===== config.mk =====
export PLATFORM = sky130hd
export DESIGN_NAME = multicycle_control_fsm
export DESIGN_NICKNAME = d
export VERILOG_FILES = /design/src/rtl/multicycle_control_fsm_pkg.sv /design/src/rtl/multicycle_control_fsm_alu_op_decoder.sv /design/src/rtl/multicycle_control_fsm.sv
export SDC_FILE = /design/constraint.sdc
export NUM_CORES = 1
export LEC_CHECK = 0
export BUFFER_PORTS_ARGS = -buffer_cell sky130_fd_sc_hd__buf_2
export CORE_MARGIN = 1.5
export CORE_UTILIZATION = 29
export CTS_CLUSTER_SIZE = 8
export DETAILED_ROUTE_END_ITERATION = 10
export SETUP_SLACK_MARGIN = 0.02
export SLEW_MARGIN = 40
export SYNTH_ARGS = -nofsm -noshare
export SYNTH_HDL_FRONTEND = slang
export SYNTH_SLANG_ARGS = --single-unit

===== constraint.sdc =====
create_clock -name clk -period 4 [get_ports clk]
set_clock_uncertainty 0.15 [all_clocks]
set_input_delay 0.4 -clock clk [delete_from_list [all_inputs] [get_ports clk]]
set_output_delay 0.4 -clock clk [all_outputs]
set_load 0.05 [all_outputs]

===== src/rtl/multicycle_control_fsm_pkg.sv =====
// Shared encodings for the multicycle RV32I control path: ALU operations,
// opcodes, FSM states, write-back selects and the opcode classifier.
package rv_ctrl_pkg;

  typedef enum logic [3:0] {
    ALU_ADD    = 4'd0,
    ALU_SUB    = 4'd1,
    ALU_SLL    = 4'd2,
    ALU_SLT    = 4'd3,
    ALU_SLTU   = 4'd4,
    ALU_XOR    = 4'd5,
    ALU_SRL    = 4'd6,
    ALU_SRA    = 4'd7,
    ALU_OR     = 4'd8,
    ALU_AND    = 4'd9,
    ALU_PASS_B = 4'd10
  } alu_op_e;

  localparam logic [6:0] OPC_LOAD   = 7'b0000011;
  localparam logic [6:0] OPC_OP_IMM = 7'b0010011;
  localparam logic [6:0] OPC_AUIPC  = 7'b0010111;
  localparam logic [6:0] OPC_STORE  = 7'b0100011;
  localparam logic [6:0] OPC_OP     = 7'b0110011;
  localparam logic [6:0] OPC_LUI    = 7'b0110111;
  localparam logic [6:0] OPC_BRANCH = 7'b1100011;
  localparam logic [6:0] OPC_JALR   = 7'b1100111;
  localparam logic [6:0] OPC_JAL    = 7'b1101111;
  localparam logic [6:0] OPC_SYSTEM = 7'b1110011;

  typedef enum logic [2:0] {
    ST_FETCH  = 3'd0,
    ST_DECODE = 3'd1,
    ST_EXEC   = 3'd2,
    ST_MEM    = 3'd3,
    ST_WB     = 3'd4,
    ST_HALT   = 3'd5
  } state_e;

  localparam logic [1:0] WB_ALU = 2'd0;
  localparam logic [1:0] WB_MEM = 2'd1;
  localparam logic [1:0] WB_PC4 = 2'd2;

  typedef enum logic [3:0] {
    CL_OP      = 4'd0,
    CL_OP_IMM  = 4'd1,
    CL_LOAD    = 4'd2,
    CL_STORE   = 4'd3,
    CL_LUI     = 4'd4,
    CL_AUIPC   = 4'd5,
    CL_BRANCH  = 4'd6,
    CL_JAL     = 4'd7,
    CL_JALR    = 4'd8,
    CL_SYSTEM  = 4'd9,
    CL_ILLEGAL = 4'd10
  } opclass_e;

  // Map a 7-bit major opcode onto the instruction class the FSM sequences by.
  function automatic opclass_e classify(input logic [6:0] opcode);
    case (opcode)
      OPC_OP:     return CL_OP;
      OPC_OP_IMM: return CL_OP_IMM;
      OPC_LOAD:   return CL_LOAD;
      OPC_STORE:  return CL_STORE;
      OPC_LUI:    return CL_LUI;
      OPC_AUIPC:  return CL_AUIPC;
      OPC_BRANCH: return CL_BRANCH;
      OPC_JAL:    return CL_JAL;
      OPC_JALR:   return CL_JALR;
      OPC_SYSTEM: return CL_SYSTEM;
      default:    return CL_ILLEGAL;
    endcase
  endfunction

  // Arithmetic op for OP / OP-IMM. funct7[5] selects SUB only for register
  // forms (ADDI has no SUB variant) and SRA for both forms.
  function automatic alu_op_e arith_op(input logic [2:0] funct3,
                                       input logic       funct7_b5,
                                       input logic       is_reg);
    case (funct3)
      3'b000: return (is_reg && funct7_b5) ? ALU_SUB : ALU_ADD;
      3'b001: return ALU_SLL;
      3'b010: return ALU_SLT;
      3'b011: return ALU_SLTU;
      3'b100: return ALU_XOR;
      3'b101: return funct7_b5 ? ALU_SRA : ALU_SRL;
      3'b110: return ALU_OR;
      3'b111: return ALU_AND;
    endcase
  endfunction

endpackage


===== src/rtl/multicycle_control_fsm_alu_op_decoder.sv =====
// Combinational ALU-control decode: opcode/funct3/funct7[5] to alu_op and
// the two operand selects. Stateless so a pipelined decode stage can reuse it.
module alu_op_decoder
  import rv_ctrl_pkg::*;
(
  input  logic [6:0] opcode_i,
  input  logic [2:0] funct3_i,
  input  logic       funct7_b5_i,
  output logic [3:0] alu_op_o,
  output logic       d1_sel_o,
  output logic       d2_sel_o
);

  // Operand and operation selection per instruction class.
  always_comb begin
    alu_op_o = ALU_ADD;
    d1_sel_o = 1'b0;
    d2_sel_o = 1'b0;
    case (classify(opcode_i))
      CL_OP: begin
        alu_op_o = arith_op(funct3_i, funct7_b5_i, 1'b1);
      end
      CL_OP_IMM: begin
        alu_op_o = arith_op(funct3_i, funct7_b5_i, 1'b0);
        d2_sel_o = 1'b1;
      end
      CL_LOAD, CL_STORE, CL_JALR: begin
        d2_sel_o = 1'b1;
      end
      CL_LUI: begin
        alu_op_o = ALU_PASS_B;
        d2_sel_o = 1'b1;
      end
      // Targets and AUIPC are relative to the instruction's own address.
      CL_AUIPC, CL_BRANCH, CL_JAL: begin
        d1_sel_o = 1'b1;
        d2_sel_o = 1'b1;
      end
      default: ;
    endcase
  end

endmodule


===== src/rtl/multicycle_control_fsm.sv =====
// Sequencing controller for the multicycle RV32I core. Steps each
// instruction through FETCH/DECODE/EXEC/MEM/WB and drives the ALU controls,
// PC/IR/register-file strobes and the memory handshake.
module multicycle_control_fsm
  import rv_ctrl_pkg::*;
#(
  parameter bit RESET_HALT = 1'b0
) (
  input  logic        clk,
  input  logic        rst,
  input  logic [31:0] instr,
  input  logic        branch_cond,
  input  logic        mem_ready,
  output logic [3:0]  alu_op,
  output logic        d1_sel,
  output logic        d2_sel,
  output logic        ir_we,
  output logic        pc_we,
  output logic        pc_sel,
  output logic        rf_we,
  output logic [1:0]  wb_sel,
  output logic        mem_req,
  output logic        mem_we,
  output logic        addr_sel,
  output logic        halted
);

  state_e     state_q, state_d;
  opclass_e   opclass;
  logic [3:0] dec_alu_op;
  logic       dec_d1_sel;
  logic       dec_d2_sel;
  logic       unused_instr_bits;

  assign opclass           = classify(instr[6:0]);
  assign unused_instr_bits = ^{instr[31], instr[29:15], instr[11:7]};

  alu_op_decoder u_alu_op_decoder (
    .opcode_i    (instr[6:0]),
    .funct3_i    (instr[14:12]),
    .funct7_b5_i (instr[30]),
    .alu_op_o    (dec_alu_op),
    .d1_sel_o    (dec_d1_sel),
    .d2_sel_o    (dec_d2_sel)
  );

  // State register with synchronous reset into FETCH (or HALT for bring-up).
  always_ff @(posedge clk) begin
    if (rst) begin
      state_q <= RESET_HALT ? ST_HALT : ST_FETCH;
    end else begin
      state_q <= state_d;
    end
  end

  // Next-state selection.
  always_comb begin
    state_d = state_q;
    case (state_q)
      ST_FETCH: begin
        if (mem_ready) state_d = ST_DECODE;
      end
      ST_DECODE: begin
        state_d = (opclass == CL_ILLEGAL) ? ST_HALT : ST_EXEC;
      end
      ST_EXEC: begin
        case (opclass)
          CL_LOAD, CL_STORE: state_d = ST_MEM;
          CL_BRANCH:         state_d = ST_FETCH;
          CL_SYSTEM:         state_d = ST_HALT;
          default:           state_d = ST_WB;
        endcase
      end
      ST_MEM: begin
        if (mem_ready) state_d = (opclass == CL_STORE) ? ST_FETCH : ST_WB;
      end
      ST_WB:   state_d = ST_FETCH;
      ST_HALT: state_d = ST_HALT;
      default: state_d = ST_FETCH;
    endcase
  end

  // Output decode from state and instruction. While rst is high every output
  // is forced to its reset value so no write strobe or memory request can
  // escape from whatever state was interrupted.
  always_comb begin
    alu_op   = ALU_ADD;
    d1_sel   = 1'b0;
    d2_sel   = 1'b0;
    ir_we    = 1'b0;
    pc_we    = 1'b0;
    pc_sel   = 1'b0;
    rf_we    = 1'b0;
    wb_sel   = WB_ALU;
    mem_req  = 1'b0;
    mem_we   = 1'b0;
    addr_sel = 1'b0;
    halted   = 1'b0;
    if (!rst) begin
      case (state_q)
        ST_FETCH: begin
          mem_req = 1'b1;
          if (mem_ready) begin
            ir_we = 1'b1;
            pc_we = 1'b1;
          end
        end
        ST_EXEC: begin
          alu_op = dec_alu_op;
          d1_sel = dec_d1_sel;
          d2_sel = dec_d2_sel;
          case (opclass)
            CL_BRANCH: begin
              pc_we  = branch_cond;
              pc_sel = 1'b1;
            end
            CL_JAL, CL_JALR: begin
              pc_we  = 1'b1;
              pc_sel = 1'b1;
            end
            default: ;
          endcase
        end
        ST_MEM: begin
          // ALU controls held so the effective address stays stable.
          alu_op   = dec_alu_op;
          d1_sel   = dec_d1_sel;
          d2_sel   = dec_d2_sel;
          mem_req  = 1'b1;
          addr_sel = 1'b1;
          mem_we   = (opclass == CL_STORE);
        end
        ST_WB: begin
          alu_op = dec_alu_op;
          d1_sel = dec_d1_sel;
          d2_sel = dec_d2_sel;
          rf_we  = 1'b1;
          case (opclass)
            CL_LOAD:         wb_sel = WB_MEM;
            CL_JAL, CL_JALR: wb_sel = WB_PC4;
            default:         wb_sel = WB_ALU;
          endcase
        end
        ST_HALT: begin
          halted = 1'b1;
        end
        default: ;
      endcase
    end
  end

endmodule

==> metrics <==
status completed; Clk pin slew, worst setup/hold paths 0.04 ns; H-tree depth 1; WHS 0.362 ns; first-pass GRT wire length 3.09 mm; post_cts resized 0; number of buffers added on ports 30; Mapped Area 736 sq um; fin cells 157; Top Registers state_q: 3 flops; worst skew pair latency 0.23 ns; commonest non-fill, non-tap cell in the layout buf_2; Worst Path Required 3.45 ns; f_max 402 MHz; Worst Path Max Fanout 12; CP Launch Type flop; Post-CTS Setup Bufs 0; Final setup viols 0; most frequent cells in the layout buf_2 (30), nor2_1 (11), nand2_1 (8); total negative slack 0 ns; DP HPWL 1.43 mm; hold_buf cts 0; number of core rows 18; Most flops, register state_q; leakage 0.382 nW; vias per cell 5.25; area of the core 2430 sq um; die height 53.4 um; worst slew pin tran 0.529 ns; initial antenna violation count 0; pin count of the biggest net entering global routing 18; max-slew violation count 0; initial core utilization 0.302; clock buffer depth 2; worst min-delay path category in -> reg; Async S/R FF share, synth 0; pre-CTS WS 1.69 ns; drc violations 0; vias in the first global route 677; Synth Register Bits 3; Gate Count Post-Synth 101; maxcap violations 0; Top Ports 52; Primary FF master, synth dfxtp_1; setup slack, reg-to-reg 2.33 ns; RSZ-0062 raised after global routing false; Mapped Avg Cell Area 7.28 sq um; element type at the critical path end output pin; final worst slack 1.51 ns; Area growth, synth to finish 21.6%; Total Wirelength 1.87 mm; die footprint 2850 sq um; Synth cell types 47; average wire per standard cell 11.9 um; CP arrival 1.94 ns; Util after Layout 0.368; Setup CP Type reg -> out; TritonCTS Buffers 3; Post-synth EDFFs 0; die width 53.4 um; cell total after placement 153; P per Cell Area 201 nW/um^2; fin crit share 0.622; GPL Wtd Cong 0.768; Nets 164; via count 825; max reg flops 3; relative slew slack 0.647; clk root buf clkbuf_4; Initial DRT Pass Iterations 4; post-synth net total 137; layout cells sized above 1 0.354; 1st-iter DRT viols 16; grt ovf 0; post-synthesis sequential area ratio 0.0816; Fin. Hold Viols 0; CTS tree built; total track usage 0.145; final period demand of the worst path 2.49 ns; antenna-violating nets left 0; Peak VDD IR 0.000157 V; YS warnings 0; ANT cells 0; clock sink total 3
## cells in the mapped netlist, drive strengths merged (4+ instances only)
cell type   n  area [sq um]
o21ai       5          25.0
nor2b       5          31.3
nor4b       4          62.6
nor3b       4          40.0
and3        4          26.3
a21oi       5          25.0
buf         8          55.1
nor2       11          41.3
nand2       8          30.0
a211oi      4          35.0
## path summary, 6_finish.rpt
kind | from | to | cells after the start
min reg2reg | state_q[2] | state_q[2] | 3
min | rst | state_q[2] | 2
max reg2reg | state_q[0] | state_q[2] | 4
max | state_q[1] | alu_op[2] | 5
## report_power, final
part | total (mW) | switching [mW] | internal (mW) | leakage, nW
Sequential | 0.0455 | 0.0120 | 0.0335 | 0.0246
Combinational | 0.0824 | 0.0521 | 0.0303 | 0.342
Clock | 0.0521 | 0.0148 | 0.0373 | 0.0150
Total | 0.180 | 0.0788 | 0.101 | 0.382
## cells by family (layout without fill, tap and decap cells)
group | after synthesis | in the layout | synth area share
AOI/OAI and AO/OA | 30 | 30 | 0.299
xor gates and xnor gates | 2 | 2 | 0.0238
buffers and inverters | 11 | 37 | 0.0901
DFF | 3 | 3 | 0.0816
and+or+nand+nor | 55 | 55 | 0.505
## worst max-delay path, cell delays in order, from the launching register on
cell	delay [ns]
dfxtp_1	0.60
and2b_2	0.22
o21ai_1	0.08
or3_4	0.39
a211oi_2	0.14
buf_2	0.29
## routing by layer
layer / global-route usage / share of wire
met2: 0.222 / 0.46
met1: 0.203 / 0.48
met4: 0.0256 / 0
met5: 0 / 0
met3: 0.0367 / 0.068
## stage by stage
step                power, mW  cell area [sq um]
finish                  0.180                895
CTS                     0.183                895
global route            0.198                895
detailed placement      0.128                868
floorplan               0.110                736
global placement        0.127                868
## final cells by class
| cell class | count | area (sq um) |
|---|---|---|
| Fill cell | 289 | 1540 |
| Inverter | 3 | 11.3 |
| Tap cell | 30 | 37.5 |
| Clock buffer | 4 | 26.3 |
| Sequential cell | 3 | 60.1 |
| Timing Repair Buffer | 30 | 150 |
| Multi-Input combinational cell | 87 | 609 |
Power figures use the tool's default switching activity.
